===== src/rtl/bit_serial_alu_pkg.sv =====
// Shared definitions for the bit-serial ALU: op encodings and FSM states.
// op[3] inverts A, op[2] inverts B with carry-in 1, op[1:0] picks the function.
package bit_serial_alu_pkg;

    localparam logic [1:0] OP_AND = 2'b00;
    localparam logic [1:0] OP_OR  = 2'b01;
    localparam logic [1:0] OP_ADD = 2'b10;
    localparam logic [1:0] OP_SLT = 2'b11;

    localparam logic [3:0] OP_SUB   = 4'b0110;
    localparam logic [3:0] OP_SLT_S = 4'b0111;
    localparam logic [3:0] OP_NOR   = 4'b1100;

    typedef enum logic [1:0] {
        IDLE = 2'd0,
        RUN  = 2'd1,
        DONE = 2'd2
    } state_t;

endpackage


===== src/rtl/bit_serial_alu_slice.sv =====
// One-bit combinational ALU slice: optional operand inversion,
// generate/propagate terms and a full adder.
module alu_bit_slice (
    input  logic a,
    input  logic b,
    input  logic cin,
    input  logic inv_a,
    input  logic inv_b,
    output logic g,
    output logic p,
    output logic sum,
    output logic cout
);

    logic ai;
    logic bi;

    assign ai   = a ^ inv_a;
    assign bi   = b ^ inv_b;
    assign g    = ai & bi;
    assign p    = ai | bi;
    assign sum  = ai ^ bi ^ cin;
    assign cout = (ai & bi) | (ai & cin) | (bi & cin);

endmodule


===== src/rtl/bit_serial_alu.sv =====
// Bit-serial ALU: one result bit per clock, LSB first, through a single slice.
// Result, flags and zero are registered and held until the next accepted start.
module bit_serial_alu
    import bit_serial_alu_pkg::*;
#(
    parameter int WIDTH = 32
) (
    input  logic             clk,
    input  logic             rst,
    input  logic             start,
    input  logic [WIDTH-1:0] a,
    input  logic [WIDTH-1:0] b,
    input  logic [3:0]       op,
    output logic             busy,
    output logic             done,
    output logic [WIDTH-1:0] result,
    output logic             zero,
    output logic             cout,
    output logic             ovf
);

    localparam int IW = (WIDTH > 1) ? $clog2(WIDTH) : 1;
    localparam logic [IW-1:0] LAST = IW'(WIDTH - 1);

    state_t           state;
    state_t           state_next;
    logic [IW-1:0]    idx;
    logic             carry;
    logic [WIDTH-1:0] a_q;
    logic [WIDTH-1:0] b_q;
    logic [3:0]       op_q;

    logic             s_g;
    logic             s_p;
    logic             s_sum;
    logic             s_cout;
    logic             last;
    logic             res_bit;
    logic [WIDTH-1:0] res_next;

    alu_bit_slice u_slice (
        .a     (a_q[idx]),
        .b     (b_q[idx]),
        .cin   (carry),
        .inv_a (op_q[3]),
        .inv_b (op_q[2]),
        .g     (s_g),
        .p     (s_p),
        .sum   (s_sum),
        .cout  (s_cout)
    );

    assign last = (idx == LAST);
    assign busy = (state == RUN) || (state == DONE);
    assign done = (state == DONE);

    always_comb begin
        state_next = state;
        unique case (state)
            IDLE:    if (start) state_next = RUN;
            RUN:     if (last) state_next = DONE;
            DONE:    state_next = IDLE;
            default: state_next = IDLE;
        endcase
    end

    // SLT writes zeros serially; the set bit lands in bit 0 on the last cycle.
    always_comb begin
        unique case (op_q[1:0])
            OP_AND:  res_bit = s_g;
            OP_OR:   res_bit = s_p;
            OP_ADD:  res_bit = s_sum;
            default: res_bit = 1'b0;
        endcase
        res_next = result;
        res_next[idx] = res_bit;
        if (last && op_q[1:0] == OP_SLT) begin
            res_next[0] = s_sum ^ (carry ^ s_cout);
        end
    end

    always_ff @(posedge clk) begin
        if (rst) begin
            state <= IDLE;
        end else begin
            state <= state_next;
        end
    end

    always_ff @(posedge clk) begin
        if (rst) begin
            idx    <= '0;
            carry  <= 1'b0;
            a_q    <= '0;
            b_q    <= '0;
            op_q   <= '0;
            result <= '0;
            zero   <= 1'b1;
            cout   <= 1'b0;
            ovf    <= 1'b0;
        end else begin
            if (state == IDLE && start) begin
                a_q   <= a;
                b_q   <= b;
                op_q  <= op;
                idx   <= '0;
                carry <= op[2];
            end
            if (state == RUN) begin
                carry  <= s_cout;
                result <= res_next;
                if (last) begin
                    cout <= s_cout;
                    ovf  <= carry ^ s_cout;
                    zero <= (res_next == '0);
                end else begin
                    idx <= idx + 1'b1;
                end
            end
        end
    end

endmodule


===== config.mk =====
export PLATFORM = sky130hd
export DESIGN_NAME = bit_serial_alu
export DESIGN_NICKNAME = d
export VERILOG_FILES = /design/src/rtl/bit_serial_alu_pkg.sv /design/src/rtl/bit_serial_alu_slice.sv /design/src/rtl/bit_serial_alu.sv
export SDC_FILE = /design/constraint.sdc
export NUM_CORES = 1
export LEC_CHECK = 0
export ABC_AREA = 1
export CAP_MARGIN = 20
export CORE_MARGIN = 2
export CORE_UTILIZATION = 56
export DETAILED_ROUTE_END_ITERATION = 8
export PLACE_DENSITY = 0.85
export SLEW_MARGIN = 20
export SYNTH_ARGS = -nofsm -noshare
export SYNTH_HDL_FRONTEND = slang
export SYNTH_SLANG_ARGS = --single-unit

===== constraint.sdc =====
create_clock -name clk -period 7.7 [get_ports clk]
set_clock_uncertainty 0.2 [all_clocks]
set_input_delay 1.155 -clock clk [delete_from_list [all_inputs] [get_ports clk]]
set_output_delay 1.155 -clock clk [all_outputs]
set_load 0.02 [all_outputs]

## After elaboration in Yosys (flattened, before gate mapping)

Cells that the tools add are included.

| word-level totals | value |
|---|---|
| register bits after elaboration | 111 |
| input bits | 71 |
| output and inout bits | 37 |
| word-level logic and storage cells | 60 |

| cells by class | value |
|---|---|
| add/subtract/negate cells | 1 |
| $lt $le $gt $ge | 2 |
| equality and inequality tests | 8 |
| multiplexer cells | 17 |
| bitwise logic cells | 12 |
| reduce and logical (&&, ||, !) cells | 10 |

Operators with widths:

| kind | count |
|---|---|
| $bwmux W32 | 1 |
| $logic_not A32 Y1 | 1 |
| $mux W5 | 3 |
| $bmux W1 S5 | 2 |
| $eq A2 B2 Y1 const B | 3 |
| $lt A5 B6 Y1 const B | 1 |
| $mux W1 | 6 |
| $xor A1 B1 Y1 | 6 |
| $add A5 B1 Y5 const B | 1 |
| $demux W1 S5 | 1 |
| $eq A5 B5 Y1 const B | 1 |
| $ge A5 B1 Y1 const B | 1 |
| $eq A2 B1 Y1 const B | 2 |
| $logic_not A2 Y1 | 2 |
| $mux W2 | 2 |
| $ne A2 B2 Y1 const B | 2 |
| $pmux W2 S2 | 1 |
| $reduce_and A2 Y1 | 2 |
| $and A1 B1 Y1 | 3 |
| $logic_and A1 B1 Y1 | 3 |
| $or A1 B1 Y1 | 3 |
| $pmux W1 S3 | 1 |
| $reduce_bool A2 Y1 | 1 |
| $logic_or A1 B1 Y1 | 1 |

## Depth between registers and ports, before layout

| logic depth | value |
|---|---|
| depth in word-level cells | 10 |
| mapped depth | 25 |
| depth with buffers taken out | 23 |

## Cells and area by module

From an unflattened synthesis, not the netlist that was laid out.

| second synthesis, totals | value |
|---|---|
| cells, all modules | 829 |
| area, all modules | 5495.3 sq um |

By module, submodules not included:

| module | times used | cells an instance | area each (sq um) | sequential area each (sq um) |
|---|---|---|---|---|
| bit_serial_alu | 1 | 806 | 5375.2 | 2222.1 |
| alu_bit_slice | 1 | 23 | 120.1 | 0.0 |

## Worst setup path before layout

OpenSTA, ideal clock, no wires.

| path | value |
|---|---|
| path kind | reg-to-reg |
| start point | register idx[0] |
| end point | register zero |
| setup time | 0.059 ns |
| data arrival time | 2.718 ns |
| data required time | 7.441 ns |
| setup slack | 4.723 ns |
| stages on the path, launching flop included | 25 |
| path buffers | 3 |
| period minus slack after synthesis | 2.977 ns |
| cell sequence | dfxtp_1 buf_4 buf_6 nand2_1 nand3_1 nand2_1 nand2_1 nand2_1 nor2_1 nand3_1 nand2_1 inv_1 ha_1 xnor2_1 inv_1 nand3_1 clkbuf_1 nand4_1 nand2_1 nand2_1 nor2_1 nand2_1 nor2_1 nand3_1 nand2_1 |

| between the ends | value |
|---|---|
| cells in the longest elaborated chain, start to end | 10 |
| elaborated cells on any way between the ends | 28 |
| those cells by class | order compare (2); eq/ne (1); mux (9); bitwise (12); reduce/logical (4) |

RTL lines:

| item | RTL line | source |
|---|---|---|
| start, declared | bit_serial_alu.sv:27 | `logic [IW-1:0] idx;` |
| start signal, assigned | bit_serial_alu.sv:117 | `idx <= idx + 1'b1;` |
| $bmux W1 S5, on equally long branches | bit_serial_alu.sv:42, bit_serial_alu.sv:43 |  |
| $mux W1, on equally long branches | bit_serial_alu.sv:42, bit_serial_alu.sv:43 |  |
| $xor A1 B1 Y1, on equally long branches | bit_serial_alu_slice.sv:18, bit_serial_alu_slice.sv:19 |  |
| $and A1 B1 Y1, on equally long branches | bit_serial_alu_slice.sv:20, bit_serial_alu_slice.sv:23 |  |
| $or A1 B1 Y1 (2 in series) | bit_serial_alu_slice.sv:23 | `assign cout = (ai & bi) \| (ai & cin) \| (bi & cin);` |
| $xor A1 B1 Y1 (2 in series) | bit_serial_alu.sv:78 | `res_next[0] = s_sum ^ (carry ^ s_cout);` |
| $mux W1 | bit_serial_alu.sv:77 | `if (last && op_q[1:0] == OP_SLT) begin` |
| $logic_not A32 Y1 | bit_serial_alu.sv:115 | `zero <= (res_next == '0);` |
| end signal, assigned | bit_serial_alu.sv:115 |  |
| end, declared | bit_serial_alu.sv:17 | `output logic zero,` |

Several ways; a longest one is shown, not always the timed one. The select of a mux whose other input is x is not followed.
A chain may end at the register's enable or synchronous reset.

## Final worst setup path

Same ends and word-level chain as after synthesis.

==> results.md <==
- status: finished, final reports clean
- Layout Cell Area excl Fill: 6820 um2
- top cell type's share of synthesized area: 39.7%
- Rows: 36
- Crit Path Class: flop to flop
- half-perimeter wire length of the detailed placement result: 10400 um
- unrepaired setup endpoints after global routing: false
- Peak Freq: 216 MHz
- number of vias after detailed routing: 5671
- number of setup violations in the final report: 0
- Placer Congestion: 0.943
- average wire length per cell after detail routing: 13.7 um
- final wirelength: 14400 um
- slowest library cell on the worst path: inv_1
- class of the tightest hold or removal check: flop to flop
- Core Area: 9730 um2
- count of distinct cell types in the synthesized netlist: 29
- count of buffers from port buffering: 107
- most area-consuming cells after synthesis: dfxtp_1 40%, nand2_1 12%, o21ai_0 9.0%
- logic gate share of total power: 32.1%
- net switching power figure: 0.000522 W
- minimum setup slack among reg-to-reg paths: 3060 ps
- first-pass GRT wire length: 24200 um
- worst path cell trace: buf_4 -> inv_1 -> nand2_1 -> nand3_1 -> nand2_1 -> nand2_1 -> nand2_1 -> nor2_1 -> nand3_1 -> nand2_1 -> inv_1 -> ha_1 -> xnor2_1 -> inv_1 -> nand3_1 -> nand3_2 -> o21ai_0 -> nand2_1 -> nor2_1 -> nand2_1 -> nor2_1 -> nand3_1 -> nand2_1
- biggest cell delay along the critical path: 700 ps
- total nets after synthesis: 928
- end point of the critical path: zero$_SDFFE_PP1P_
- Worst Path Max Fanout: 41
- clock-pin slew of the registers on the worst-case setup and hold paths: 110 ps
- number of cells on the critical path: 23
- largest vdd supply drop: 0.000142 V
- Die Ht: 104 um
- Worst setup SP type: flop
- biggest area consumer among synthesized cells: dfxtp_1
- Post-Syn Area: 5600 um2
- crit path DAT: 4760 ps
- Seq pwr share: 45.6%
- pre-CTS setup slack: 3150 ps
- via/cell ratio: 5.38
- Die Outline Area: 10800 um2
- DRC violations left: 0
- post-synthesis compound-gate area fraction: 20.0%
- clock tree from TritonCTS: done
- # H-tree levels: 3
- fin crit share: 60.2%
- final worst-path setup slack: 3060 ps
- Int Power: 0.000955 W
- Critical R2R Capture: zero$_SDFFE_PP1P_
- Pins Over Slew Limit: 0
- total count of hold-check failures in the final report: 0
- Final Net Count: 999
- top-level I/O count: 108
- area growth from synthesis to final layout: 21.7%
- most used cell, CP: nand2_1
- xor-xnor portion of the synthesized cell area: 0.156%
- Top delay family on crit path: simple AND/OR/NAND/NOR gates
- main combinational cell family by area after synthesis: simple AND/OR/NAND/NOR gates
- max-cap violations: 0
- data required time at the worst endpoint: 7820 ps
- Crit. End Element: flop
- root buffer cell: clkbuf_8
- remaining global-route overflow: 0
- Post CTS Setup Buffer Count: 0
- Synth Area in Adders: 2.23%
- Slew Limit Headroom: 31.1%
- slew of the pin with the lowest slew margin: 1030 ps
- total clock buffers created by CTS: 9
- average cell area after synthesis: 6.61 um2
- register bit total from synthesis: 111
- register area share after synthesis: 39.7%
- switching part of the total power: 35.4%
- P per Cell Area: 217 nW/um2
- global-route usage over all layers: 26.5%
- multiplexer share of the synthesized area: 0%
- number of antenna violations at the first check in global routing: 0
- count of buffering cells on the critical path with inverters included: 4
- number of buffers on the longest clock path: 2
- Antenna Diode Count: 0
- fraction of final layout cells with drive strength greater than 1: 4.99%
- starting DRC count in detailed routing: 373
- Worst Reg2Reg Path Length in Cells: 23
- number of nets with antenna violations after routing: 0
- count of yosys warnings during synthesis: 0
- cells resized by post-CTS repair: 0
- Sinks on Clock Net: 111
- Pre-Repair DR Iteration Count: 5
- hold buffer count at cts: 0
- leakage power total: 2.92 nW
- Clock Latency Late Sink: 370 ps
- die span in x: 104 um
- clock network fraction of total power: 22.3%
- Pwr Total: 0.00148 W
- shortest clock period the worst path allows after layout: 4640 ps
- worst setup path startpoint: idx[0]$_SDFF_PP0_
- post-detailed-placement cell area: 6630 um2
- instance count of the mapped netlist: 847
- starting density of the core: 57.5%
- simple-gate area share of the yosys netlist: 27.0%
- Reg2Reg Launch Point: idx[0]$_SDFF_PP0_
- total negative slack for setup checks: 0 ps
- largest net degree at the start of global routing: 131
- via count of the first global-routing pass: 5288
## worst register-to-register path: cells and delay by family (launching register included)
kind,cells,cell delay (ps)
flops,1,310
simple gates,16,2170
compound gates,1,340
fa+ha+maj,1,300
buf+inv,4,1100
xor+xnor,1,180
## synthesized netlist by cell type
cell	instances
a211oi_1	9
nand4_1	20
nor2_1	92
inv_2	1
buf_4	3
nand2_1	182
o21ai_0	101
nand3_1	36
or2_2	21
and3_1	1
nand2_2	3
ha_1	10
buf_1	3
a21oi_1	91
a311oi_1	1
nand3_2	1
clkinv_1	2
o211ai_1	1
a221oi_1	1
xnor2_1	1
clkbuf_1	32
nand3b_1	1
o21ai_1	8
dfxtp_1	111
buf_6	3
nor3_1	1
inv_1	98
a31oi_1	4
buf_2	9
## power groups by stage
stage          Clock [W]  Combinational (W)  Sequential, W
6_report        0.000330           0.000474       0.000674
2_1_floorplan          0           0.000297       0.000708
3_3_place_gp           0           0.000454       0.000684
5_1_grt         0.000352           0.000529       0.000680
3_5_place_dp           0           0.000467       0.000687
4_1_cts         0.000333           0.000470       0.000674
## final cells by class
cell class                      count  area, um2
Clock buffer                       10        138
Clock inverter                      5       43.8
Fill cell                         868       2910
Inverter                          101        380
Multi-Input combinational cell    585       2770
Sequential cell                   111       2220
Tap cell                          133        166
Timing Repair Buffer              110       1090
## cells in the final DEF, fill, tap and decap left out, drive strengths merged
master | Yosys | layout
or2 | 21 | 21
nand2 | 185 | 185
xnor2 | 1 | 1
o211ai | 1 | 1
nor3 | 1 | 1
inv | 99 | 99
o21ai | 109 | 109
and3 | 1 | 1
a211oi | 9 | 9
buf | 18 | 3
clkdlybuf4s50 | 0 | 107
clkbuf | 32 | 10
ha | 10 | 10
nand3b | 1 | 1
a221oi | 1 | 1
dfxtp | 111 | 111
nand3 | 37 | 37
a31oi | 4 | 4
nand4 | 20 | 20
nor2 | 92 | 92
clkinv | 2 | 7
a21oi | 91 | 91
a311oi | 1 | 1
## cells by family after synthesis
family | count (synthesis)
buffers and inverters | 151
XOR/XNOR | 1
AND/OR/NAND/NOR | 358
flip-flops | 111
adder cells (fa/ha/maj) | 10
AO/OA/AOI/OAI | 216
## registers in the layout, summed over array words and instances, names as in the netlist
register	flops
a_q	32
b_q	32
result	32
idx	5
op_q	4
state	2
carry	1
cout	1
ovf	1
zero	1
## worst min-delay path by stage
| stage | startpoint | to | slack (ps) | cells after the start |
|---|---|---|---|---|
| final | b_q[19]$_SDFFE_PP0P_ | b_q[19]$_SDFFE_PP0P_ | 260 | 2 |
| after CTS | b_q[25]$_SDFFE_PP0P_ | b_q[25]$_SDFFE_PP0P_ | 260 | 2 |
| after floorplan | a_q[0]$_SDFFE_PP0P_ | a_q[0]$_SDFFE_PP0P_ | 230 | 2 |
| after detailed placement | a_q[20]$_SDFFE_PP0P_ | a_q[20]$_SDFFE_PP0P_ | 250 | 2 |
| after global routing | a_q[20]$_SDFFE_PP0P_ | a_q[20]$_SDFFE_PP0P_ | 290 | 2 |
| after global placement | a_q[20]$_SDFFE_PP0P_ | a_q[20]$_SDFFE_PP0P_ | 240 | 2 |
## metal layers
layer	GRT usage [%]	part of all wire, %
met5	0	0
met2	42.9	45
met4	8.88	2.1
met1	36.3	46
met3	3.95	6.2
## through the flow
stage / hold WS [ps] / utilization, % / std cells
after floorplan: 229 / - / 847
after global placement: 242 / 68.2 / 1040
after detailed placement: 248 / 68.2 / 1040
after CTS: 262 / 70.0 / 1055
after global routing: 291 / 70.1 / 1055
final: 260 / 70.1 / 1055
(Power assumes the default switching activity.)
